==> src/rtl/pipe_pkg.sv <==
// Shared encodings for the pipeline sequencer and the control decoder:
// FSM states, opcode constants and register-address width.
package pipe_pkg;
    localparam int REG_ADDR_W = 5;

    localparam logic [5:0] OP_RTYPE = 6'b000000;
    localparam logic [5:0] OP_ORI   = 6'b000001;
    localparam logic [5:0] OP_LW    = 6'b000010;
    localparam logic [5:0] OP_SW    = 6'b000011;

    typedef enum logic [1:0] {
        ST_RUN      = 2'b00,
        ST_MEM_WAIT = 2'b01,
        ST_ERR      = 2'b10
    } state_e;
endpackage

==> src/rtl/hazard_detect.sv <==
// Combinational load-use hazard check between the load in EX and the
// instruction in ID; also reports whether the ID opcode reads rt.
module hazard_detect
    import pipe_pkg::*;
(
    input  logic                  id_valid_i,
    input  logic [5:0]            id_opcode_i,
    input  logic [REG_ADDR_W-1:0] id_rs_i,
    input  logic [REG_ADDR_W-1:0] id_rt_i,
    input  logic                  ex_valid_i,
    input  logic                  ex_mem_read_i,
    input  logic [REG_ADDR_W-1:0] ex_rt_i,
    output logic                  lu_o,
    output logic                  uses_rt_o
);
    logic uses_rs;
    logic rs_hit;
    logic rt_hit;

    assign uses_rt_o = (id_opcode_i == OP_RTYPE) || (id_opcode_i == OP_SW);
    assign uses_rs   = (id_opcode_i == OP_RTYPE) || (id_opcode_i == OP_ORI) ||
                       (id_opcode_i == OP_LW)    || (id_opcode_i == OP_SW);

    assign rs_hit = uses_rs   && (ex_rt_i == id_rs_i);
    assign rt_hit = uses_rt_o && (ex_rt_i == id_rt_i);

    // r0 is hardwired, so a load targeting it never creates a dependency
    assign lu_o = ex_valid_i && ex_mem_read_i && id_valid_i &&
                  (ex_rt_i != '0) && (rs_hit || rt_hit);
endmodule

==> src/rtl/pipe_ctrl.sv <==
// 5-stage pipeline sequencer: load-use bubbles, data-memory wait freeze,
// sticky timeout error and saturating stall / load-use counters.
module pipe_ctrl
    import pipe_pkg::*;
#(
    parameter int TIMEOUT = 64,
    parameter int CNT_W   = 16
) (
    input  logic                  clk,
    input  logic                  rst_n,
    input  logic                  id_valid,
    input  logic [5:0]            id_opcode,
    input  logic [REG_ADDR_W-1:0] id_rs,
    input  logic [REG_ADDR_W-1:0] id_rt,
    input  logic                  ex_valid,
    input  logic                  ex_mem_read,
    input  logic [REG_ADDR_W-1:0] ex_rt,
    input  logic                  mem_valid,
    input  logic                  mem_read,
    input  logic                  mem_write,
    input  logic                  dmem_ready,
    output logic                  dmem_req,
    output logic                  pc_en,
    output logic                  if_id_en,
    output logic                  id_ex_en,
    output logic                  ex_mem_en,
    output logic                  mem_wb_en,
    output logic                  id_ex_bubble,
    output logic                  mem_wb_bubble,
    output logic [1:0]            state,
    output logic                  err,
    output logic [CNT_W-1:0]      stall_cnt,
    output logic [CNT_W-1:0]      lu_cnt
);
    localparam int WAIT_W = (TIMEOUT > 2) ? $clog2(TIMEOUT) : 1;
    localparam logic [WAIT_W-1:0] WAIT_LAST = WAIT_W'(TIMEOUT - 1);

    state_e            state_q, state_d;
    logic [WAIT_W-1:0] wait_q, wait_d;
    logic              err_q, err_d;
    logic [CNT_W-1:0]  stall_q, stall_d;
    logic [CNT_W-1:0]  lu_q, lu_d;

    logic lu;
    logic id_uses_rt_unused;  // decoder-facing; the sequencer only needs lu
    logic macc;
    logic stall_inc, lu_inc;
    logic req_c, pc_c, ifid_c, idex_c, exmem_c, memwb_c, idexb_c, memwbb_c;

    hazard_detect u_hazard (
        .id_valid_i    (id_valid),
        .id_opcode_i   (id_opcode),
        .id_rs_i       (id_rs),
        .id_rt_i       (id_rt),
        .ex_valid_i    (ex_valid),
        .ex_mem_read_i (ex_mem_read),
        .ex_rt_i       (ex_rt),
        .lu_o          (lu),
        .uses_rt_o     (id_uses_rt_unused)
    );

    assign macc = mem_valid && (mem_read || mem_write);

    always_comb begin
        state_d   = state_q;
        wait_d    = wait_q;
        err_d     = err_q;
        stall_inc = 1'b0;
        lu_inc    = 1'b0;
        req_c     = 1'b0;
        pc_c      = 1'b0;
        ifid_c    = 1'b0;
        idex_c    = 1'b0;
        exmem_c   = 1'b0;
        memwb_c   = 1'b0;
        idexb_c   = 1'b0;
        memwbb_c  = 1'b0;
        unique case (state_q)
            ST_RUN: begin
                req_c = macc;
                if (macc && !dmem_ready) begin
                    // freeze everything; MEM/WB drains a NOP so WB does not repeat
                    memwb_c   = 1'b1;
                    memwbb_c  = 1'b1;
                    stall_inc = 1'b1;
                    wait_d    = '0;
                    state_d   = ST_MEM_WAIT;
                end else if (lu) begin
                    idex_c    = 1'b1;
                    idexb_c   = 1'b1;
                    exmem_c   = 1'b1;
                    memwb_c   = 1'b1;
                    stall_inc = 1'b1;
                    lu_inc    = 1'b1;
                end else begin
                    {pc_c, ifid_c, idex_c, exmem_c, memwb_c} = '1;
                end
            end
            ST_MEM_WAIT: begin
                req_c = 1'b1;
                if (dmem_ready) begin
                    {pc_c, ifid_c, idex_c, exmem_c, memwb_c} = '1;
                    state_d = ST_RUN;
                end else begin
                    memwb_c   = 1'b1;
                    memwbb_c  = 1'b1;
                    stall_inc = 1'b1;
                    if (wait_q == WAIT_LAST) begin
                        state_d = ST_ERR;
                        err_d   = 1'b1;
                    end else begin
                        wait_d = wait_q + 1'b1;
                    end
                end
            end
            ST_ERR: begin
                err_d = 1'b1;
            end
            default: begin
                state_d = ST_RUN;
            end
        endcase
    end

    assign stall_d = (stall_inc && (stall_q != '1)) ? stall_q + 1'b1 : stall_q;
    assign lu_d    = (lu_inc && (lu_q != '1)) ? lu_q + 1'b1 : lu_q;

    always_ff @(posedge clk or negedge rst_n) begin
        if (!rst_n) begin
            state_q <= ST_RUN;
            wait_q  <= '0;
            err_q   <= 1'b0;
            stall_q <= '0;
            lu_q    <= '0;
        end else begin
            state_q <= state_d;
            wait_q  <= wait_d;
            err_q   <= err_d;
            stall_q <= stall_d;
            lu_q    <= lu_d;
        end
    end

    // reset gates the combinational outputs so an aborted access drops req at once
    assign dmem_req      = rst_n && req_c;
    assign pc_en         = rst_n && pc_c;
    assign if_id_en      = rst_n && ifid_c;
    assign id_ex_en      = rst_n && idex_c;
    assign ex_mem_en     = rst_n && exmem_c;
    assign mem_wb_en     = rst_n && memwb_c;
    assign id_ex_bubble  = rst_n && idexb_c;
    assign mem_wb_bubble = rst_n && memwbb_c;

    assign state     = state_q;
    assign err       = err_q;
    assign stall_cnt = stall_q;
    assign lu_cnt    = lu_q;
endmodule

==> config.mk <==
export PLATFORM = sky130hd
export DESIGN_NAME = pipe_ctrl
export DESIGN_NICKNAME = d
export VERILOG_FILES = /design/src/rtl/pipe_pkg.sv /design/src/rtl/hazard_detect.sv /design/src/rtl/pipe_ctrl.sv
export SDC_FILE = /design/constraint.sdc
export NUM_CORES = 1
export LEC_CHECK = 0
export BUFFER_PORTS_ARGS = -buffer_cell sky130_fd_sc_hd__buf_2
export CAP_MARGIN = 10
export CORE_MARGIN = 2
export CORE_UTILIZATION = 45
export DETAILED_ROUTE_END_ITERATION = 8
export PLACE_DENSITY = 0.72
export SLEW_MARGIN = 40
export SYNTH_ARGS = -nofsm -noshare
export SYNTH_HDL_FRONTEND = slang
export SYNTH_SLANG_ARGS = --single-unit
==> constraint.sdc <==
create_clock -name clk -period 2.65 [get_ports clk]
set_clock_uncertainty 0.15 [all_clocks]
set_input_delay 0.3975 -clock clk [delete_from_list [all_inputs] [get_ports clk]]
set_output_delay 0.3975 -clock clk [all_outputs]
set_load 0.02 [all_outputs]
==> results.tsv, run 1 <==
stage	metric	value	unit
run	drv_cap	0	
drt	drt_iter0_markers	29	
clock_network	numCtsBuffers	5	
global_route	grt_max_degree	42	
clock_network	cts_root_buf	clkbuf_8	
setup_path	cpPeakStageDelay	540	ps
pwr	p_clk_frac	0.269	
timing	post-route-period-util	0.903	
clock_network	clk_pin_slew_worst_paths	70	ps
pwr	power.total	1.46	mW
setup_path	slowest_stage	or4_1	
layout	n_antenna_cell	0	
setup_path	crit_path_end_kind	output pin	
logic_synthesis	synthFlopType	dfrtp_1	
global_route	gr-usage-all-layers	0.181	
setup_path	cpMostUsedCell	buf_2	
die	fp.dieH	74.9	µm
drt	wire_per_inst	12.7	µm
setup_path	cp_num_buf_inv	2	
logic_synthesis	syn_nets	255	
logic_synthesis	ys_ff_latch	41	
die	io_pins	73	
global_route	grt_pass1_vias	1813	
setup_path	cp.arrival	1840	ps
clock_network	cts_sinks	41	
placement	dp_hpwl	3.50	mm
run_status	status	completed	
drt	highest_layer	met4	
timing	tightest_slew	672	ps
die	rows	25	
clock_network	cts_tree	yes	
drt	ant_nets	0	
drt	wl_met2	2.25	mm
timing	max_freq	418	MHz
timing	finalSetupViolCount	0	
setup_path	cp_cell_sequence	buf_2 > or4_1 > o211ai_2 > and2b_1 > and4b_1 > buf_2	
setup_path	crit_path_max_fanout	4	
placement	place_inst	358	
drt	met1_length	2.11	mm
setup_path	path_delay_family	simple AND/OR/NAND/NOR gates	
pwr	p_seq_frac	0.519	
drt	routed_wl	4.64	mm
die	die_area	5610	µm²
die	die_w	74.9	µm
logic_synthesis	yosysMostFrequentCell	dfrtp_1	
logic_synthesis	yosysSeqAreaShare	0.453	
timing	finalCriticalPeriod	2390	ps
logic_synthesis	yosys.area.top_type	dfrtp_1	
layout	stdcell_count	366	
timing	setup_tns	0	ps
layout	synthToLayoutAreaGrowth	22.4	%
drt	vias	1899	
pwr	powerDensity	528	nW/µm²
pwr	comb_power_share	0.212	
global_route	grt_pass1_wl	7.85	mm
drt	wl_met3	220	µm
drt	vias_per_cell	5.19	
logic_synthesis	netlist_area	2260	µm²
logic_synthesis	synthDominantCellAreaShare	0.453	
setup_path	crit_type	in2out	
clock_network	cts.htree.levels	2	
global_route	grt_overflow_total	0	
logic_synthesis	syn_area_per_cell	10.2	µm²
setup_path	worstPathRequired	2100	ps
global_route	antenna_found_initial	0	
pwr	irDropWorstVdd	343	µV
logic_synthesis	synth.distinct_cells	47	
logic_synthesis	synthCells	222	
logic_synthesis	synthTopCellsByArea	dfrtp_1 45%, xnor2_1 9.7%, xor2_1 7.0%	
layout	num-nets-final	331	
pwr	sw_frac_of_total	0.315	
placement	io_buffers	72	
placement	gp_congestion	0.755	
clock_network	post_cts_resized	0	
clock_network	ctsHoldBuffers	0	
timing	final_max_slew_viol_count	0	
layout	drive_above_1_share	0.314	
clock_network	cts_setup_buffers	0	
pwr	internal-power	1.00	mW
die	start_util	0.473	
logic_synthesis	ys_async_sr_fraction	1.00	
pwr	power_leakage	1.40	nW
clock_network	clk_latency	290	ps
timing	rsz0062_at_grt	no	
setup_path	critPathLaunchType	input pin	
drt	drcViolationCount	0	
pwr	power.switching	0.461	mW
die	core-area	4790	µm²
timing	relSlewSlack	0.548	
hold_path	hold_class	in2async	
logic_synthesis	yosys-top-cells-count	41 x dfrtp_1, 25 x xnor2_1, 21 x nand3_1, 18 x xor2_1, 17 x nand2_1	
clock_network	clock_tree.buffer_depth	2	
drt	drt_pass1_iterations	4	
logic_synthesis	yosysWarnings	0	
timing	hold_viol	0	
logic_synthesis	synth-edff-count	0	
area by class of cell:
cell class	instances	area (µm²)
Multi-Input combinational cell	169	1170
Clock buffer	8	80.1
Tap cell	67	83.8
Inverter	6	22.5
Sequential cell	41	1030
Timing Repair Buffer	75	383
Fill cell	438	2020
metrics by stage:
step	hold WS (ps)	cell area (µm²)	setup slack, ps	utilization
after floorplan	-48.1	2260	178	-
after global placement	302	2690	256	0.562
after detailed placement	309	2690	241	0.562
after CTS	79.1	2770	239	0.579
after global routing	121	2770	176	0.579
final	68.6	2770	258	0.579
worst paths after layout:
path                            cells after the start             to    startpoint  slack (ps)
worst max-delay path                                6   id_ex_bubble      ex_rt[1]         260
worst min-delay path                                2       state[1]         rst_n          70
worst max register to register                      6  stall_cnt[13]  stall_cnt[7]         560
worst min register to register                      1            err           err         330
max in group asynchronous                           2      lu_cnt[9]         rst_n        1940
min in group clk                                    3      wait_q[4]    dmem_ready         310
state kept, by name (all words and copies together) (netlist names):
signal / cells
lu_cnt: 16
err: 1
state: 2
wait_q: 6
stall_cnt: 16
logic make-up (layout without fill, tap and decap cells):
group | Yosys count | in the layout | synth area share
AND/OR/NAND/NOR | 104 | 104 | 0.263
XOR/XNOR | 43 | 43 | 0.166
flip-flops | 41 | 41 | 0.453
AO/OA/AOI/OAI | 17 | 17 | 0.0636
buffers and inverters | 12 | 89 | 0.0276
adder cells (fa/ha/maj) | 3 | 3 | 0.0166
multiplexers | 2 | 2 | 0.00940
per-layer routing:
metal  global-route usage  vias up
met1                0.232      924
met4               0.0635        0
met3               0.0428        7
li1                     -      930
met2                0.300       38
met5                    0        -
cell usage in the layout (no fill, tap or decap), types with 2 or more instances in the layout:
master / count
buf_4: 3
and4_1: 3
and2_1: 2
and3_1: 7
nor3_1: 10
xnor2_1: 25
o21ai_0: 3
a31oi_1: 2
ha_1: 3
buf_2: 72
clkbuf_8: 5
nor3_2: 2
o22ai_1: 2
nand2_1: 17
nand3_1: 21
nor2_1: 16
nand4_1: 10
or2_2: 2
clkbuf_1: 3
a21boi_1: 3
dfrtp_1: 41
xor2_1: 18
inv_1: 6
power groups by stage:
stage | registers [mW] | clock network, mW | logic (mW)
floorplan | 0.818 | 0 | 0.143
finish | 0.760 | 0.394 | 0.310
global route | 0.773 | 0.437 | 0.346
detailed placement | 0.772 | 0 | 0.315
global placement | 0.771 | 0 | 0.308
CTS | 0.759 | 0.409 | 0.316
worst register-to-register path, delay by kind of cell (launching register included):
kind	cells	cell delay, ps
AO/OA/AOI/OAI	1	420
XOR/XNOR	1	160
flip-flops	1	460
AND/OR/NAND/NOR	4	780
(Power assumes the default switching activity.)
==> run 2, diff against run 1 <==
- ABC_AREA: default -> 1
- PLACE_DENSITY: 0.72 -> 0.7
- SYNTH_HIERARCHICAL: default -> 1
==> run 2 against run 1 <==
  * First-iteration DRC count increased to 4.5 times the previous value
  * Die area is 22% higher
  * Largest power group unchanged
  * Fmax is 7.0% higher
  * Critical path type is now reg2out
  * Largest cell class unchanged
==> results.tsv, run 2 <==
stage	metric	value	unit
run_status	status	completed	
pwr	comb_power_share	0.066	
clock_network	post_cts_resized	0	
pwr	power.total	1.08	mW
logic_synthesis	syn_nets	456	
timing	max_freq	447	MHz
global_route	grt_overflow_total	0	
layout	num-nets-final	531	
clock_network	ctsHoldBuffers	0	
drt	vias_per_cell	4.77	
global_route	grt_max_degree	42	
timing	setup_tns	0	ps
drt	vias	2729	
die	fp.dieH	82.9	µm
timing	fin_hold_ws	40.7	ps
setup_path	crit_path_max_fanout	5	
die	io_pins	73	
die	start_util	0.471	
clock_network	cts_tree	yes	
layout	seqCellArea	1030	µm²
drt	drcViolationCount	0	
pwr	p_clk_frac	0.358	
logic_synthesis	syn_area_per_cell	6.63	µm²
drt	wire_per_inst	11.3	µm
layout	n_antenna_cell	0	
clock_network	clock_tree.buffer_depth	2	
pwr	p_seq_frac	0.577	
layout	multiInputGateArea	1510	µm²
pwr	power_leakage	1.79	nW
clock_network	cts_sinks	41	
setup_path	cp_cell_sequence	nor2_1 > inv_1 > nor2_1 > a21oi_1 > nor2_1 > o21a_1 > buf_2	
setup_path	cp.arrival	1690	ps
drt	routed_wl	6.45	mm
die	die_area	6880	µm²
timing	hold_viol	0	
setup_path	cpPeakStageDelay	430	ps
setup_path	cpMostUsedCell	nor2_1	
die	core-area	5960	µm²
placement	place_inst	566	
timing	tightest_slew	516	ps
pwr	sw_frac_of_total	0.237	
drt	drt_iter0_markers	131	
timing	post-route-period-util	0.844	
layout	mostFrequentLayoutCells	181 x nand2_1, 72 x buf_2, 50 x inv_1, 50 x nor2_1, 41 x dfrtp_1	
placement	gp_congestion	0.903	
placement	io_buffers	72	
logic_synthesis	netlist_area	2800	µm²
global_route	grt_pass1_vias	2532	
setup_path	crit_path_end_kind	output pin	
pwr	powerDensity	330	nW/µm²
die	die_w	82.9	µm
placement	dp_hpwl	4.98	mm
setup_path	critPathLaunchType	register	
setup_path	worstPathRequired	2100	ps
timing	finalCriticalPeriod	2240	ps
timing	finalSetupViolCount	0	
layout	stdcell_count	572	
clock_network	cts_setup_buffers	0	
pwr	irDropWorstVdd	191	µV
setup_path	slowest_stage	dfrtp_1	
layout	layout_commonest_cell	nand2_1	
drt	drt_pass1_iterations	4	
setup_path	crit_type	reg2out	
clock_network	cts_root_buf	clkbuf_8	
timing	rsz0062_at_grt	no	
logic_synthesis	synthCells	423	
layout	nFillCells	618	
drt	ant_nets	0	
pwr	power.switching	0.257	mW
die	rows	28	
timing	final_max_slew_viol_count	0	
clock_network	clk_pin_slew_worst_paths	80	ps
timing	relSlewSlack	0.656	
clock_network	cts.htree.levels	2	
layout	synthToLayoutAreaGrowth	17.2	%
global_route	grt_pass1_wl	11.2	mm
global_route	antenna_found_initial	0	
pwr	internal-power	0.827	mW
global_route	gr-usage-all-layers	0.193	
clock_network	numCtsBuffers	5	
hold_path	hold_class	in2async	
clock_network	clk_latency	300	ps
layout	drive_above_1_share	0.197	
run	drv_cap	0	
logic_synthesis	yosysWarnings	6	
==> run 2: layer usage <==
metal / vias up / track usage / part of all wire
met5: - / 0 / 0
met3: 10 / 0.0388 / 0.042
met2: 54 / 0.318 / 0.48
met1: 1231 / 0.255 / 0.47
met4: 0 / 0.0596 / 0.016
li1: 1434 / - / -
==> run 2: final timing paths <==
check / startpoint / endpoint / slack [ps] / depth (start not counted)
min in group clk: err / err / 320 / 1
setup reg to reg: lu_cnt[0] / lu_cnt[9] / 770 / 9
hold reg to reg: err / err / 320 / 1
setup / recovery: state[1] / pc_en / 410 / 7
max in group asynchronous: rst_n / state[0] / 1940 / 2
hold / removal: rst_n / lu_cnt[13] / 40 / 2
==> run 2: cell type report <==
class,count,share of cell area
Clock buffer,5,0.0209
Multi-Input combinational cell,323,0.460
Timing Repair Buffer,75,0.117
Clock inverter,1,0.00152
Inverter,52,0.0602
Tap cell,75,0.0286
Sequential cell,41,0.312
==> run 2: power groups by stage <==
| stage | combinational, mW | clock [mW] | sequential (mW) |
|---|---|---|---|
| after floorplan | 0.0271 | 0 | 0.638 |
| after global routing | 0.0833 | 0.436 | 0.625 |
| after detailed placement | 0.0729 | 0 | 0.637 |
| after global placement | 0.0713 | 0 | 0.637 |
| after CTS | 0.0731 | 0.402 | 0.625 |
| final | 0.0712 | 0.388 | 0.625 |
==> run 2: per-stage QoR <==
stage	util	worst slack (ps)	cell area [µm²]
global route	0.552	165	3290
floorplan	-	346	2800
finish	0.552	414	3290
global placement	0.539	575	3210
CTS	0.552	403	3290
detailed placement	0.539	489	3210
==> run 2: critical path, delay by kind of cell, from the launching register on <==
kind                   cells  cell delay, ps
buffers and inverters      2             270
AO/OA/AOI/OAI              2             220
flip-flops                 1             430
AND/OR/NAND/NOR            3             460
==> run 3, diff against run 2 <==
- ABC_AREA: 1 -> 0
- PLACE_DENSITY: 0.7 -> 0.72
- clock period: 2.65 -> 2.1 ns (I/O delays scaled with it)
==> run 3 against run 2 <==
  * The run now ends with hold timing, setup timing left
  * Routed wire length fell by 16%
  * Worst setup slack got worse by 970 ps
  * Via count fell by 27%
  * Sequential power rose by 50%
  * Final area rose by 0.69%
  * Hold slack got worse by 47 ps
  * Critical endpoint is now id_ex_bubble
==> results.tsv, run 3 <==
stage	metric	value	unit
drt	drt_pass1_iterations	4	
logic_synthesis	yosysMostFrequentCell	dfrtp_1	
clock_network	clk_latency	300	ps
timing	hold_viol	25	
drt	ant_nets	0	
timing	tightest_slew	509	ps
logic_synthesis	synth.distinct_cells	45	
layout	layout_commonest_cell	buf_2	
logic_synthesis	synthDominantCellAreaShare	0.459	
global_route	gr-usage-all-layers	0.201	
placement	place_inst	366	
timing	setup_ws	-555	ps
run	drv_cap	0	
timing	max_freq	377	MHz
setup_path	cp_cell_sequence	buf_6 > or4_4 > nor4_2 > nand3_1 > a21oi_2 > or3b_4 > a21oi_4 > and2_4 > buf_6	
layout	final_core_util	0.696	
clock_network	ctsHoldBuffers	0	
logic_synthesis	syn_nets	251	
setup_path	crit_type	in2out	
pwr	power.total	2.04	mW
logic_synthesis	ys_ff_latch	41	
die	die_w	74.5	µm
drt	drt_iter0_markers	114	
drt	wire_per_inst	14.1	µm
pwr	irDropWorstVdd	388	µV
logic_synthesis	yosysWarnings	6	
clock_network	cts_root_buf	clkbuf_8	
setup_path	cp.arrival	2190	ps
global_route	grt_pass1_vias	1887	
placement	gp_congestion	0.828	
die	start_util	0.471	
die	die_area	5550	µm²
clock_network	cts.htree.levels	2	
global_route	antenna_found_initial	0	
drt	vias	1984	
timing	finalCriticalPeriod	2650	ps
pwr	power_leakage	1.66	nW
layout	synthToLayoutAreaGrowth	47.9	%
setup_path	path_delay_family	simple AND/OR/NAND/NOR gates	
layout	stdcell_count	383	
logic_synthesis	yosysSeqAreaShare	0.459	
clock_network	cts_tree	yes	
drt	routed_wl	5.42	mm
layout	num-nets-final	349	
setup_path	worstPathRequired	1630	ps
timing	final_max_slew_viol_count	0	
logic_synthesis	synth-edff-count	0	
logic_synthesis	syn_area_per_cell	10.3	µm²
clock_network	clk_pin_slew_worst_paths	80	ps
setup_path	cp_num_buf_inv	2	
logic_synthesis	yosys-top-cells-count	41 x dfrtp_1, 22 x xnor2_1, 19 x nand2_1, 17 x xor2_1, 14 x nand3_1	
clock_network	cts_sinks	41	
hold_path	hold_class	in2async	
placement	io_buffers	72	
setup_path	crit_path_max_fanout	2	
die	io_pins	73	
global_route	grt_max_degree	42	
timing	post-route-period-util	1.26	
timing	rsz0062_at_grt	yes	
run_status	violations	hold timing, setup timing	
global_route	grt_pass1_wl	8.55	mm
die	fp.dieH	74.5	µm
run_status	status	complete, but fails checks	
clock_network	numCtsBuffers	5	
drt	drcViolationCount	0	
setup_path	r2r_slack	60	ps
logic_synthesis	ys_async_sr_fraction	1.00	
layout	drive_above_1_share	0.472	
logic_synthesis	yosys.area.top_type	dfrtp_1	
setup_path	r2r_end	stall_cnt[1]	
setup_path	cpMostUsedCell	buf_6	
die	rows	25	
timing	fin_hold_ws	-6.67	ps
layout	nFillCells	365	
setup_path	slowest_stage	or4_4	
pwr	powerDensity	615	nW/µm²
setup_path	cpPeakStageDelay	530	ps
placement	dp_hpwl	3.66	mm
logic_synthesis	synthTopCellsByArea	dfrtp_1 46%, xnor2_1 8.6%, xor2_1 6.7%	
setup_path	crit_path_end_kind	output pin	
global_route	grt_overflow_total	0	
logic_synthesis	synthFlopType	dfrtp_1	
setup_path	critPathLaunchType	input pin	
timing	finalSetupViolCount	35	
logic_synthesis	synthCells	218	
layout	n_antenna_cell	0	
timing	relSlewSlack	0.661	
clock_network	clock_tree.buffer_depth	2	
die	core-area	4750	µm²
drt	vias_per_cell	5.18	
setup_path	reg2regPathDepth	7	
setup_path	reg2reg_from	stall_cnt[0]	
logic_synthesis	netlist_area	2240	µm²
layout	mostFrequentLayoutCells	65 x buf_2, 41 x dfrtp_1, 19 x xnor2_1	
[run 3: final cells by class]
type / count / area, µm² / area share
Sequential cell: 41 / 1030 / 0.310
Timing Repair Buffer: 97 / 656 / 0.198
Tap cell: 67 / 83.8 / 0.0253
Inverter: 5 / 18.8 / 0.00567
Clock inverter: 2 / 35.0 / 0.0106
Clock buffer: 5 / 68.8 / 0.0208
Multi-Input combinational cell: 166 / 1420 / 0.429
[run 3: cells by family after synthesis]
| kind of cell | share of synthesized area |
|---|---|
| simple gates | 0.223 |
| flops | 0.459 |
| xor+xnor | 0.153 |
| compound gates | 0.0996 |
| buf+inv | 0.0291 |
| mux | 0.0201 |
| fa+ha+maj | 0.0168 |
[run 3: per-layer routing]
metal  global-route usage  routed length [µm]  vias up
met5                    0                   0        -
met4               0.0655                  68        0
met3               0.0461                 220        8
met2                0.330                2800       50
met1                0.264                2330      954
li1                     -                   -      972
[run 3: timing repair]
action / CTS / global route
buffers inserted: 5 / 5
cloned: 1 / 0
setup endpoints to repair: 35 / 37
gates resized for setup: 34 / 25
pin swaps: 23 / 14
hold endpoints to repair: 0 / 0
[run 3: how the worst max path moves through the flow]
stage | from | endpoint | slack [ps] | cells after the start
2_1_floorplan | id_opcode[5] | lu_cnt[14] | -620 | 9
3_3_place_gp | id_opcode[5] | lu_cnt[14] | -730 | 10
3_5_place_dp | id_opcode[5] | lu_cnt[14] | -760 | 10
4_1_cts | id_opcode[5] | id_ex_bubble | -540 | 9
5_1_grt | id_opcode[5] | lu_cnt[7] | -650 | 12
6_report | id_opcode[5] | id_ex_bubble | -550 | 9
[run 3: metrics by stage]
stage / setup WS [ps] / cell area, µm² / hold WS, ps / setup TNS (ps)
floorplan: -620 / 2320 / -131 / -13210
global placement: -727 / 2830 / 324 / -21010
detailed placement: -763 / 2830 / 326 / -21690
CTS: -538 / 3150 / 4.62 / -13560
global route: -652 / 3310 / 44.8 / -17530
finish: -555 / 3310 / -6.67 / -14020
[run 3: power by group]
part	total (mW)	internal (mW)	switching [mW]
combinational	0.480	0.217	0.263
sequential	0.938	0.853	0.0850
clock	0.617	0.346	0.272
